## src/rtl/serial_subtract.sv

```systemverilog
// -----------------------------------------------------------------------------
// serial_subtract
//   Bit-serial unsigned subtractor (LSB first) built from a single
//   full-subtract cell plus a borrow flop. Handshake: start is sampled in
//   IDLE, busy is high for WIDTH cycles, then done pulses for one cycle with
//   diff/bout/zero/ovf registered and held until the next result.
//
//   Optional build macro: SERIAL_SUBTRACT_OVF_EN
//     defined   -> ovf reports two's-complement signed overflow of a-b
//     undefined -> ovf tied to 0, no MSB capture or overflow logic
//
// Ports:
//   clk    in   rising-edge clock
//   rst_n  in   asynchronous active-low reset
//   start  in   operation request, sampled only in IDLE
//   a      in   WIDTH-bit minuend, captured on accepted start
//   b      in   WIDTH-bit subtrahend, captured on accepted start
//   busy   out  high while bits are being processed
//   done   out  one-cycle pulse when results become valid
//   diff   out  registered a-b modulo 2^WIDTH
//   bout   out  final borrow (a < b unsigned)
//   zero   out  diff == 0, held with the result
//   ovf    out  signed overflow flag (0 unless SERIAL_SUBTRACT_OVF_EN)
// -----------------------------------------------------------------------------
`timescale 1ns/1ps

module serial_subtract #(
  parameter int unsigned WIDTH = 8
) (
  input  logic             clk,
  input  logic             rst_n,
  input  logic             start,
  input  logic [WIDTH-1:0] a,
  input  logic [WIDTH-1:0] b,
  output logic             busy,
  output logic             done,
  output logic [WIDTH-1:0] diff,
  output logic             bout,
  output logic             zero,
  output logic             ovf
);

  localparam int unsigned CW = (WIDTH > 2) ? $clog2(WIDTH) : 1;
  localparam logic [CW-1:0] LAST_BIT = CW'(WIDTH - 1);

  typedef enum logic [1:0] {
    ST_IDLE  = 2'd0,
    ST_SHIFT = 2'd1,
    ST_DONE  = 2'd2
  } state_t;

  state_t state_q, state_d;

  // Working registers
  logic [WIDTH-1:0] sa_q, sa_d;
  logic [WIDTH-1:0] sb_q, sb_d;
  logic [WIDTH-1:0] res_q, res_d;
  logic             br_q, br_d;
  logic [CW-1:0]    cnt_q, cnt_d;

  // Output registers
  logic             busy_q, busy_d;
  logic             done_q, done_d;
  logic [WIDTH-1:0] diff_q, diff_d;
  logic             bout_q, bout_d;
  logic             zero_q, zero_d;

  // Full-subtract cell on the current LSBs
  logic             bit_d;
  logic             br_nx;
  logic [WIDTH-1:0] res_shift;

  assign bit_d     = sa_q[0] ^ sb_q[0] ^ br_q;
  assign br_nx     = (~sa_q[0] & sb_q[0]) | (~(sa_q[0] ^ sb_q[0]) & br_q);
  // Working result after this cycle's bit enters at the MSB
  assign res_shift = {bit_d, res_q[WIDTH-1:1]};

`ifdef SERIAL_SUBTRACT_OVF_EN
  logic a_msb_q, a_msb_d;
  logic b_msb_q, b_msb_d;
  logic ovf_q, ovf_d;
`endif

  // State register
  always_ff @(posedge clk or negedge rst_n) begin
    if (!rst_n) begin
      state_q <= ST_IDLE;
    end else begin
      state_q <= state_d;
    end
  end

  // Next-state logic
  always_comb begin
    state_d = state_q;
    case (state_q)
      ST_IDLE:  if (start) state_d = ST_SHIFT;
      ST_SHIFT: if (cnt_q == LAST_BIT) state_d = ST_DONE;
      ST_DONE:  state_d = ST_IDLE;
      default:  state_d = ST_IDLE;
    endcase
  end

  // Datapath and output next values
  always_comb begin
    sa_d   = sa_q;
    sb_d   = sb_q;
    res_d  = res_q;
    br_d   = br_q;
    cnt_d  = cnt_q;
    diff_d = diff_q;
    bout_d = bout_q;
    zero_d = zero_q;
`ifdef SERIAL_SUBTRACT_OVF_EN
    a_msb_d = a_msb_q;
    b_msb_d = b_msb_q;
    ovf_d   = ovf_q;
`endif
    // busy/done are registered decodes of the upcoming state
    busy_d = (state_d == ST_SHIFT);
    done_d = (state_d == ST_DONE);

    case (state_q)
      ST_IDLE: begin
        if (start) begin
          sa_d  = a;
          sb_d  = b;
          res_d = '0;
          br_d  = 1'b0;
          cnt_d = '0;
`ifdef SERIAL_SUBTRACT_OVF_EN
          a_msb_d = a[WIDTH-1];
          b_msb_d = b[WIDTH-1];
`endif
        end
      end
      ST_SHIFT: begin
        sa_d  = sa_q >> 1;
        sb_d  = sb_q >> 1;
        res_d = res_shift;
        br_d  = br_nx;
        cnt_d = cnt_q + CW'(1);
        // Results land on the last shift edge so they are valid with done
        if (cnt_q == LAST_BIT) begin
          diff_d = res_shift;
          bout_d = br_nx;
          zero_d = (res_shift == '0);
`ifdef SERIAL_SUBTRACT_OVF_EN
          ovf_d  = (a_msb_q != b_msb_q) && (bit_d != a_msb_q);
`endif
        end
      end
      default: begin
      end
    endcase
  end

  // Datapath and output registers
  always_ff @(posedge clk or negedge rst_n) begin
    if (!rst_n) begin
      sa_q   <= '0;
      sb_q   <= '0;
      res_q  <= '0;
      br_q   <= 1'b0;
      cnt_q  <= '0;
      busy_q <= 1'b0;
      done_q <= 1'b0;
      diff_q <= '0;
      bout_q <= 1'b0;
      zero_q <= 1'b0;
    end else begin
      sa_q   <= sa_d;
      sb_q   <= sb_d;
      res_q  <= res_d;
      br_q   <= br_d;
      cnt_q  <= cnt_d;
      busy_q <= busy_d;
      done_q <= done_d;
      diff_q <= diff_d;
      bout_q <= bout_d;
      zero_q <= zero_d;
    end
  end

`ifdef SERIAL_SUBTRACT_OVF_EN
  // Operand sign capture and overflow flag
  always_ff @(posedge clk or negedge rst_n) begin
    if (!rst_n) begin
      a_msb_q <= 1'b0;
      b_msb_q <= 1'b0;
      ovf_q   <= 1'b0;
    end else begin
      a_msb_q <= a_msb_d;
      b_msb_q <= b_msb_d;
      ovf_q   <= ovf_d;
    end
  end

  assign ovf = ovf_q;
`else
  assign ovf = 1'b0;
`endif

  assign busy = busy_q;
  assign done = done_q;
  assign diff = diff_q;
  assign bout = bout_q;
  assign zero = zero_q;

endmodule

```

## config.mk

```make
export PLATFORM = sky130hd
export DESIGN_NAME = serial_subtract
export DESIGN_NICKNAME = d
export VERILOG_FILES = /design/src/rtl/serial_subtract.sv
export SDC_FILE = /design/constraint.sdc
export NUM_CORES = 1
export LEC_CHECK = 0
export ABC_CLOCK_PERIOD_IN_PS = 3800
export CAP_MARGIN = 20
export CORE_MARGIN = 4
export CORE_UTILIZATION = 53
export CTS_CLUSTER_DIAMETER = 80
export DETAILED_ROUTE_END_ITERATION = 8
export MAX_ROUTING_LAYER = met4
export PLACE_DENSITY = 0.81
export SYNTH_ARGS = -nofsm -noshare
export SYNTH_HDL_FRONTEND = slang
export SYNTH_SLANG_ARGS = --single-unit
```

## constraint.sdc

```tcl
create_clock -name clk -period 3.8 [get_ports clk]
set_input_delay 0.76 -clock clk [delete_from_list [all_inputs] [get_ports clk]]
set_output_delay 0.76 -clock clk [all_outputs]
set_load 0.02 [all_outputs]
```

* After elaboration in Yosys (flattened, before gate mapping)
Index checks and enable logic that the tools add are counted.
** Storage, ports and cells
- Flip-flop bits (word level) :: 42
- Latch bits :: 0
- Bits in writable memories :: 0
- Bits in read-only memories :: 0
- Input port bits :: 19
- Output and inout port bits :: 13
- Logic and storage cells :: 42
- Memories :: 0
** Cells by class
- Add/sub/neg operators :: 1
- Multipliers :: 0
- Div/mod/pow operators :: 0
- Magnitude comparators :: 0
- Equal/unequal tests :: 5
- Shift-type cells :: 0
- Mux-type cells :: 13
- Bitwise gates (word level) :: 7
- Reduce and logical (&&, ||, !) cells :: 5
** Operator list (count)
- one-hot mux 8 bit (2 select lines) :: 3
- two-way mux 8 bit :: 3
- zero test 8 bit :: 1
- one-hot mux 3 bit (2 select lines) :: 1
- equality test 2 x 1 -> 1 bit (second input constant) :: 2
- two-way mux 2 bit :: 2
- one-hot mux 2 bit (2 select lines) :: 1
- AND reduction 2 bit :: 2
- adder 3 x 1 -> 3 bit (second input constant) :: 1
- equality test 3 bit (second input constant) :: 1
- two-way mux 3 bit :: 1
- AND 1 bit :: 2
- equality test 2 bit (second input constant) :: 1
- zero test 2 bit :: 1
- != test 2 bit (second input constant) :: 1
- NOT 1 bit :: 2
- one-hot mux 1 bit (2 select lines) :: 1
- nonzero test 2 bit :: 1
- XOR 1 bit :: 2
- two-way mux 1 bit :: 1
- bitwise OR 1 bit :: 1

* Logic depth before layout (Yosys ltp)
Gate-level depths: netlist (run 1).
- Depth in word-level cells :: 5
- Depth in mapped cells :: 6
- Mapped depth without buffers :: 5

* Worst setup path before layout (run 1)
Ideal clock, no wire load.
- Path type :: register to register
- Start point :: register cnt_q[0]
- End point :: register diff_q[4] (netlist: diff[4])
- Setup time :: 0.125 ns
- Data arrival time :: 1.325 ns
- Required time :: 3.675 ns
- Slack :: 2.349 ns
- Cell stages (with the launch flop) :: 6
- Clock period less this slack :: 1.451 ns
- Cell sequence :: dfrtp_1 > ha_1 > ha_1 > nand3b_4 > buf_6 > mux2_4
** Between the ends
- Cells in the longest elaborated chain, start to end :: 2
** RTL lines
- start: declaration :: RTL line 59 : logic [CW-1:0] cnt_q, cnt_d;
- start signal: assignment :: RTL line 176 : cnt_q <= cnt_d;
- equality test 3 bit :: RTL line 144 : if (cnt_q == LAST_BIT) begin
- AND reduction 2 bit (no source line)
- end signal: assignment :: RTL line 179 : diff_q <= diff_d;
- end: declaration :: RTL line 64 : logic [WIDTH-1:0] diff_q, diff_d;
Every way passes these cells.
A chain may end at the register's enable or synchronous reset.

* Worst setup path after layout (run 1)
- Start point :: register diff_q[0] (netlist: diff[0])
- End point :: output port diff[0]
** RTL lines
- end: declaration :: RTL line 37 : output logic [WIDTH-1:0] diff,
No word-level cell between the ends.

==> results of run 1 <==
==> path summary, 6_finish.rpt <==
path | from | cells past startpoint | end | slack [ps]
worst max-delay path | diff[0] | 1 | diff[0] | 1700
worst min-delay path | sa_q[2] | 2 | sa_q[2] | 500
worst max register to register | state_q[0] | 3 | cnt_q[0] | 1910
worst min register to register | sa_q[2] | 2 | sa_q[2] | 500
max in group asynchronous | rst_n | 1 | sa_q[0] | 2740
min in group asynchronous | rst_n | 1 | diff[6] | 520
==> stage by stage <==
step	std cells	total power, mW	utilization [%]	instance area [um^2]
finish	217	1.61	67.9	2110
detailed placement	209	1.34	65.2	2020
global placement	209	1.31	65.2	2020
CTS	217	1.63	67.9	2110
global route	217	1.73	67.9	2110
floorplan	145	1.15	-	1750
==> state kept, by name (all words and copies together), names as in the netlist <==
name	count
bout	1
br_q	1
busy	1
cnt_q	3
diff	8
done	1
res_q	7
sa_q	8
sb_q	8
state_q	2
zero	1
==> cells by family after synthesis <==
| kind of cell | after synthesis | synth area share (%) |
|---|---|---|
| AND/OR/NAND/NOR | 29 | 8.57 |
| adder cells (fa/ha/maj) | 3 | 2.57 |
| buffers and inverters | 15 | 5.71 |
| other | 1 | 0.214 |
| flip-flops | 41 | 58.5 |
| multiplexers | 8 | 6.00 |
| AO/OA/AOI/OAI | 48 | 18.4 |
==> cell usage in the layout (no fill, tap or decap), drive strengths merged, types with 2 or more instances in the layout <==
cell type and count:
nand2 21, nor4 2, mux2 8, o21ai 20
clkdlybuf4s50 29, ha 2, nor2b 5, clkbuf 7
a22oi 14, inv 5, dfrtp 41, a22o 9
a21oi 4
==> final cells by class <==
type / instances / share of cell area [%]
flip-flops and latches: 41 / 48.7
repair buffers: 30 / 14.0
multi-input cells: 89 / 29.8
well taps: 44 / 2.61
clock inverters: 1 / 1.43
inverters: 5 / 0.891
clock buffers: 7 / 2.61
==> routing by layer <==
| layer | vias up | global-route usage, % | part of all wire [%] |
|---|---|---|---|
| met5 | - | - | 0 |
| met1 | 597 | 20.8 | 44 |
| met2 | 32 | 28.8 | 50 |
| li1 | 563 | - | - |
| met3 | 5 | 5.47 | 5.0 |
| met4 | 0 | 5.70 | 0.98 |
==> report_power, final <==
part           internal [mW]  switching [mW]  total, mW
sequential             0.607           0.146      0.754
clock                  0.157           0.132      0.289
combinational          0.307           0.264      0.571
total                   1.07           0.542       1.61
==> impl_metrics.yaml, run 1 <==
status:
  outcome: "finished, final reports clean"
timing:
  drv_slew: 0
  min_period_over_period_pct: 55.3
  hold_ws_ps: 495
  tightestPinTransition_ps: 861
  finClkSkew_ps: 10.0
  hold_viol: 0
  rsz0062_at_grt: "no"
  max_freq_mhz: 476
  period_needed_ps: 2100
  finalSetupViolations: 0
  setup_tns_ps: 0
  slew-limit-headroom_pct: 42.6
  layout_setup_ws_ps: 1700
clocking:
  root_buffer: "clkbuf_4"
  htreeDepth: 2
  cts_resized: 0
  cts_setup_buffers: 0
  cts_buffers: 5
  clock_latency_ps: 340
  cts_num_sinks: 41
  clockBufferDepth: 2
  holdBufCountCts: 0
  cts_tree: "built"
  clkTransAtPathRegs_ps: 120
finish:
  antenna_cells: 0
  final_nets: 194
  fill_cells: 253
  drive_gt1_share_pct: 11.0
  area_growth_pct: 20.2
  seq_area_um2: 1030
  multi_input_area_um2: 627
die:
  rows: 20
  die_width_um: 65.5
  ios: 32
  core_area_um2: 3100
  start_util_pct: 56.5
  die_area_um2: 4290
  die_h_um: 65.5
critical_path:
  max_stage_delay_ps: 610
  path_class: "reg -> out"
  path_cells: "clkdlybuf4s50_1"
  path_delay_family: "buffers and inverters"
  critPathMaxFanout: 2
  cp-end-kind: "output pin"
  crit_arrival_ps: 1340
  crit_buf_inv: 1
  worstPathRequired_ps: 3040
  crit_slowest_cell: "clkdlybuf4s50_1"
  cp-start-kind: "register"
synth:
  synth_largest_area_cell: "dfrtp_1"
  yosys_warnings: 0
  synth-edff-count: 0
  yosys_register_bits: 41
  yosysTopAreaCellShare_pct: 58.5
  synth_area_per_cell_um2: 12.1
  syn_nets: 167
  synth_common_cells: "dfrtp_1 (41), nand2_1 (21), o21ai_0 (18), a22oi_1 (14), a22o_1 (9)"
  synth_area_um2: 1750
  synth_cell_types: 22
  synth_ff_type: "dfrtp_1"
  syn_inst: 145
  synth.area.top_cells: "dfrtp_1 (59%), a22oi_1 (6.0%), o21ai_0 (5.1%)"
  synthArstFlopShare_pct: 100
  yosysMostFrequentCell: "dfrtp_1"
  synth_seq_area_share_pct: 58.5
route:
  drc: 0
  drt-total-wl_mm: 3.15
  detail-route-antenna-nets: 0
  drt_iter0_drc: 70
  avgViaCountPerCell: 5.52
  wire_per_inst_um: 14.5
  vias: 1197
  first_pass_iters: 4
power:
  peakVddDrop_mv: 0.379
  p_per_area_nw_per_um2: 766
  p_leak_nw: 0.942
grt:
  grt_first_pass_wirelength_mm: 5.57
  antenna_found_initial: 0
  grt_max_degree: 42
  grt_pass1_vias: 1247
  grt_usage_pct: 17.6
  grt_overflow_total: 0
hold_path:
  hold_path.class: "reg -> reg"
placed_design:
  port_buffers: 30
  place.gp.congestion: 0.752
  dp_hpwl_mm: 2.21
  place_ws_ps: 1620
job:
  max_cap_violations: 0
No activity file was read; power rests on OpenSTA's default activity.
==> run 2, diff against run 1 <==
==> config.mk (replaced) <==
export PLATFORM = sky130hd
export DESIGN_NAME = serial_subtract
export DESIGN_NICKNAME = d
export VERILOG_FILES = /design/src/rtl/serial_subtract.sv
export SDC_FILE = /design/constraint.sdc
export NUM_CORES = 1
export LEC_CHECK = 0
export ABC_CLOCK_PERIOD_IN_PS = 2100
export CAP_MARGIN = 20
export CORE_MARGIN = 4
export CORE_UTILIZATION = 51
export CTS_CLUSTER_DIAMETER = 80
export DETAILED_ROUTE_END_ITERATION = 8
export MAX_ROUTING_LAYER = met4
export PLACE_DENSITY = 0.78
export SYNTH_ARGS = -nofsm -noshare
export SYNTH_HDL_FRONTEND = slang
export SYNTH_SLANG_ARGS = --single-unit
==> constraint.sdc (replaced) <==
create_clock -name clk -period 2.1 [get_ports clk]
set_input_delay 0.42 -clock clk [delete_from_list [all_inputs] [get_ports clk]]
set_output_delay 0.42 -clock clk [all_outputs]
set_load 0.02 [all_outputs]
==> impl_metrics.yaml, run 2 (synthesized netlist as in run 1, its figures left out) <==
critical_path:
  crit_slowest_cell: "clkdlybuf4s50_1"
  critPathMaxFanout: 2
  cp-start-kind: "register"
  path_cells: "clkdlybuf4s50_1"
  path_class: "reg -> out"
  crit_arrival_ps: 1350
  cp-end-kind: "output pin"
  max_stage_delay_ps: 610
  worstPathRequired_ps: 1680
  path_delay_family: "buffers and inverters"
  crit_buf_inv: 1
timing:
  setup_tns_ps: 0
  min_period_over_period_pct: 84.1
  tightestPinTransition_ps: 596
  finalSetupViolations: 0
  period_needed_ps: 1770
  rsz0062_at_grt: "no"
  max_freq_mhz: 566
  slew-limit-headroom_pct: 60.2
  drv_slew: 0
  finClkSkew_ps: 13.9
  hold_viol: 0
grt:
  grt_max_degree: 29
  grt_first_pass_wirelength_mm: 6.02
  grt_usage_pct: 18.5
  grt_pass1_vias: 1313
  antenna_found_initial: 0
  grt_overflow_total: 0
clocking:
  clockBufferDepth: 2
  clkTransAtPathRegs_ps: 120
  holdBufCountCts: 0
  clock_latency_ps: 360
  htreeDepth: 2
  cts_buffers: 5
  cts_tree: "built"
  cts_setup_buffers: 0
  cts_num_sinks: 41
  cts_resized: 0
  root_buffer: "clkbuf_4"
route:
  first_pass_iters: 4
  avgViaCountPerCell: 5.41
  wire_per_inst_um: 15.0
  drt_iter0_drc: 52
  drt-total-wl_mm: 3.39
  drc: 0
  detail-route-antenna-nets: 0
  vias: 1218
power:
  p_leak_nw: 0.970
  peakVddDrop_mv: 0.601
  p_per_area_nw_per_um2: 1380
finish:
  final_nets: 200
  fin_util_pct: 64.7
  fill_cells: 268
  mostFrequentLayoutCells: "dfrtp_1 (41), clkdlybuf4s50_1 (29), nand2_1 (21)"
  area_growth_pct: 23.1
  antenna_cells: 0
  final_common_cell: "dfrtp_1"
  drive_gt1_share_pct: 14.5
placed_design:
  port_buffers: 30
  place.gp.congestion: 0.793
  dp_hpwl_mm: 2.46
job:
  max_cap_violations: 0
die:
  rows: 21
  die_area_um2: 4440
  core_area_um2: 3340
  ios: 32
  start_util_pct: 52.5
  die_width_um: 66.6
  die_h_um: 66.6
hold_path:
  hold_path.class: "in -> async"
status:
  outcome: "finished, final reports clean"
run 2: changes by cell type in the layout (fill, tap and decap cells not counted), sizes merged:
cell / before / now
clkinvlp: 0 / 1
buf: 1 / 7
clkbuf: 7 / 6
run 2: final cells by class:
cell class	instances	area (um^2)	area share [%]
sequential	41	1030	47.5
tap	46	57.6	2.67
timing repair buffer	36	340	15.8
inverter	5	18.8	0.870
clock buffer	6	51.3	2.38
multi-input combinational	89	627	29.0
clock inverter	2	37.5	1.74
run 2: metal layers:
metal	global-route usage (%)	part of all wire, %
met5	-	0
met4	8.38	2.4
met3	4.22	3.5
met2	27.6	49
met1	24.1	45
run 2: final timing paths:
check                      startpoint    endpoint  slack [ps]  cells past startpoint
hold / removal                  rst_n     sa_q[7]          50                      1
setup reg to reg             cnt_q[0]     diff[2]         550                      4
max in group asynchronous       rst_n  state_q[0]        1510                      2
hold reg to reg               sb_q[3]     sb_q[3]         500                      2
setup / recovery                 bout        bout         330                      1
min in group clk              sb_q[3]     sb_q[3]         500                      2
run 2: report_power, final:
part / total (mW) / internal, mW / switching, mW
Combinational: 1.11 / 0.584 / 0.523
Clock: 0.541 / 0.283 / 0.258
Sequential: 1.34 / 1.10 / 0.241
Total: 2.99 / 1.96 / 1.02
run 2: through the flow:
stage	hold WS, ps	instance area (um^2)	std cells	total power, mW	setup WS [ps]
finish	50.6	2160	225	2.99	335
global route	69.5	2160	225	3.20	262
CTS	58.0	2160	225	3.01	305
detailed placement	463	2070	217	2.48	307
global placement	458	2070	217	2.40	401
floorplan	124	1750	145	2.09	649
run 2: worst register-to-register path, delay by kind of cell (launching register included):
| kind | cells | cell delay (ps) |
|---|---|---|
| adder cells (fa/ha/maj) | 2 | 450 |
| flip-flops | 1 | 420 |
| multiplexers | 1 | 370 |
| AND/OR/NAND/NOR | 1 | 210 |
==> run 3, diff against run 2 <==
==> config.mk (replaced) <==
export PLATFORM = sky130hd
export DESIGN_NAME = serial_subtract
export DESIGN_NICKNAME = d
export VERILOG_FILES = /design/src/rtl/serial_subtract.sv
export SDC_FILE = /design/constraint.sdc
export NUM_CORES = 1
export LEC_CHECK = 0
export ABC_CLOCK_PERIOD_IN_PS = 1400
export CAP_MARGIN = 20
export CORE_MARGIN = 4
export CORE_UTILIZATION = 46
export CTS_CLUSTER_DIAMETER = 80
export DETAILED_ROUTE_END_ITERATION = 8
export MAX_ROUTING_LAYER = met4
export PLACE_DENSITY = 0.74
export SYNTH_ARGS = -nofsm -noshare
export SYNTH_HDL_FRONTEND = slang
export SYNTH_SLANG_ARGS = --single-unit
==> constraint.sdc (replaced) <==
create_clock -name clk -period 1.4 [get_ports clk]
set_input_delay 0.28 -clock clk [delete_from_list [all_inputs] [get_ports clk]]
set_output_delay 0.28 -clock clk [all_outputs]
set_load 0.02 [all_outputs]
==> impl_metrics.yaml, run 3 (synthesized netlist as in run 1, its figures left out) <==
grt:
  grt_usage_pct: 15.9
  antenna_found_initial: 0
  grt_pass1_vias: 1294
  grt_overflow_total: 0
  grt_first_pass_wirelength_mm: 5.95
  grt_max_degree: 42
placed_design:
  place_inst: 225
  port_buffers: 30
  place.gp.congestion: 0.757
  dp_hpwl_mm: 2.35
critical_path:
  cp-start-kind: "register"
  crit_slowest_cell: "dfrtp_1"
  max_stage_delay_ps: 390
  critPathMaxFanout: 6
  path_cells: "ha_2, ha_4, nand3b_2, mux2_4"
  crit_arrival_ps: 1590
  cp-end-kind: "register"
  path_class: "reg -> reg"
  worstPathRequired_ps: 1570
timing:
  rsz0062_at_grt: "yes"
  finalSetupViolations: 2
  finClkSkew_ps: 6.30
  max_freq_mhz: 705
  layout_setup_ws_ps: -19.0
  hold_viol: 0
  drv_slew: 0
  min_period_over_period_pct: 101
  tightestPinTransition_ps: 503
  period_needed_ps: 1420
  slew-limit-headroom_pct: 66.4
  setup_tns_ps: -35.8
route:
  avgViaCountPerCell: 5.36
  detail-route-antenna-nets: 0
  dr.max_layer_used: "met4"
  first_pass_iters: 4
  wl_met1_mm: 1.68
  drc: 0
  drt_iter0_drc: 73
  drt-total-wl_mm: 3.77
  vias: 1271
  wire_per_inst_um: 15.9
  routed-wl-met3_um: 128
  wl_met2_mm: 1.90
clocking:
  clockBufferDepth: 2
  cts_num_sinks: 41
  clock_latency_ps: 280
  cts_buffers: 5
  cts_tree: "built"
  clkTransAtPathRegs_ps: 70
  holdBufCountCts: 0
  root_buffer: "clkbuf_8"
  htreeDepth: 2
die:
  start_util_pct: 47.9
  die_area_um2: 4860
  rows: 22
  core_area_um2: 3660
  die_h_um: 69.7
  ios: 32
  die_width_um: 69.7
power:
  peakVddDrop_mv: 0.710
  p_per_area_nw_per_um2: 2040
  p_leak_nw: 1.08
finish:
  mostFrequentLayoutCells: "dfrtp_1 (41), nand2_1 (21), o21ai_0 (17), clkdlybuf4s50_1 (17), a22oi_1 (14)"
  area_growth_pct: 31.5
  fin_util_pct: 63.0
  final_nets: 211
  antenna_cells: 0
  drive_gt1_share_pct: 21.7
  final_cells: 237
  final_common_cell: "dfrtp_1"
  fill_cells: 294
hold_path:
  hold_path.class: "in -> async"
status:
  violations: "setup timing"
  outcome: "finished, violations left"
job:
  max_cap_violations: 0
run 3: through the flow:
stage	worst slack (ps)	power (mW)	cell area [um^2]	hold slack, ps
after floorplan	9.68	3.14	1760	-15.6
after global placement	-24.7	3.71	2160	363
after detailed placement	-75.4	3.83	2160	370
after CTS	-34.2	4.52	2240	62.4
after global routing	-71.1	4.99	2310	97.9
final	-19.0	4.71	2310	48.2
run 3: what timing repair did:
item	in CTS	in global routing
cloned	0	1
setup buffers	0	4
resized for setup	14	8
hold endpoints to repair	0	0
endpoints found under the setup margin	21	9
pin swaps	1	0
run 3: cell type report:
cell class / instances / area, um^2 / area share (%)
clock buffer: 7 / 86.3 / 3.74
inverter: 5 / 18.8 / 0.814
multi-input combinational: 90 / 677 / 29.4
sequential: 41 / 1030 / 44.5
tap: 48 / 60.1 / 2.60
timing repair buffer: 46 / 438 / 19.0
run 3: final timing paths:
| check | from | end | slack (ps) | depth (start not counted) |
|---|---|---|---|---|
| setup / recovery | cnt_q[0] | diff[7] | -20 | 4 |
| hold / removal | rst_n | sb_q[6] | 50 | 2 |
| setup reg to reg | cnt_q[0] | diff[7] | -20 | 4 |
| hold reg to reg | sb_q[6] | sb_q[6] | 490 | 2 |
| max in group asynchronous | rst_n | res_q[2] | 1000 | 2 |
| min in group clk | sb_q[6] | sb_q[6] | 490 | 2 |
run 3: power breakdown:
part | total, mW | switching (mW) | internal [mW]
clock network | 0.763 | 0.372 | 0.391
logic | 1.95 | 0.919 | 1.03
registers | 2.00 | 0.350 | 1.65
run 3: worst max-delay path: cells and delay by family, from the launching register on:
kind,cells,cell delay (ps)
adder cells (fa/ha/maj),2,400
flip-flops,1,390
multiplexers,1,320
AND/OR/NAND/NOR,1,190
run 3: per-layer routing:
layer	up-vias	global-route usage, %
li1	598	-
met1	640	19.3
met2	29	25.5
met3	4	3.33
met4	0	7.45
met5	-	-
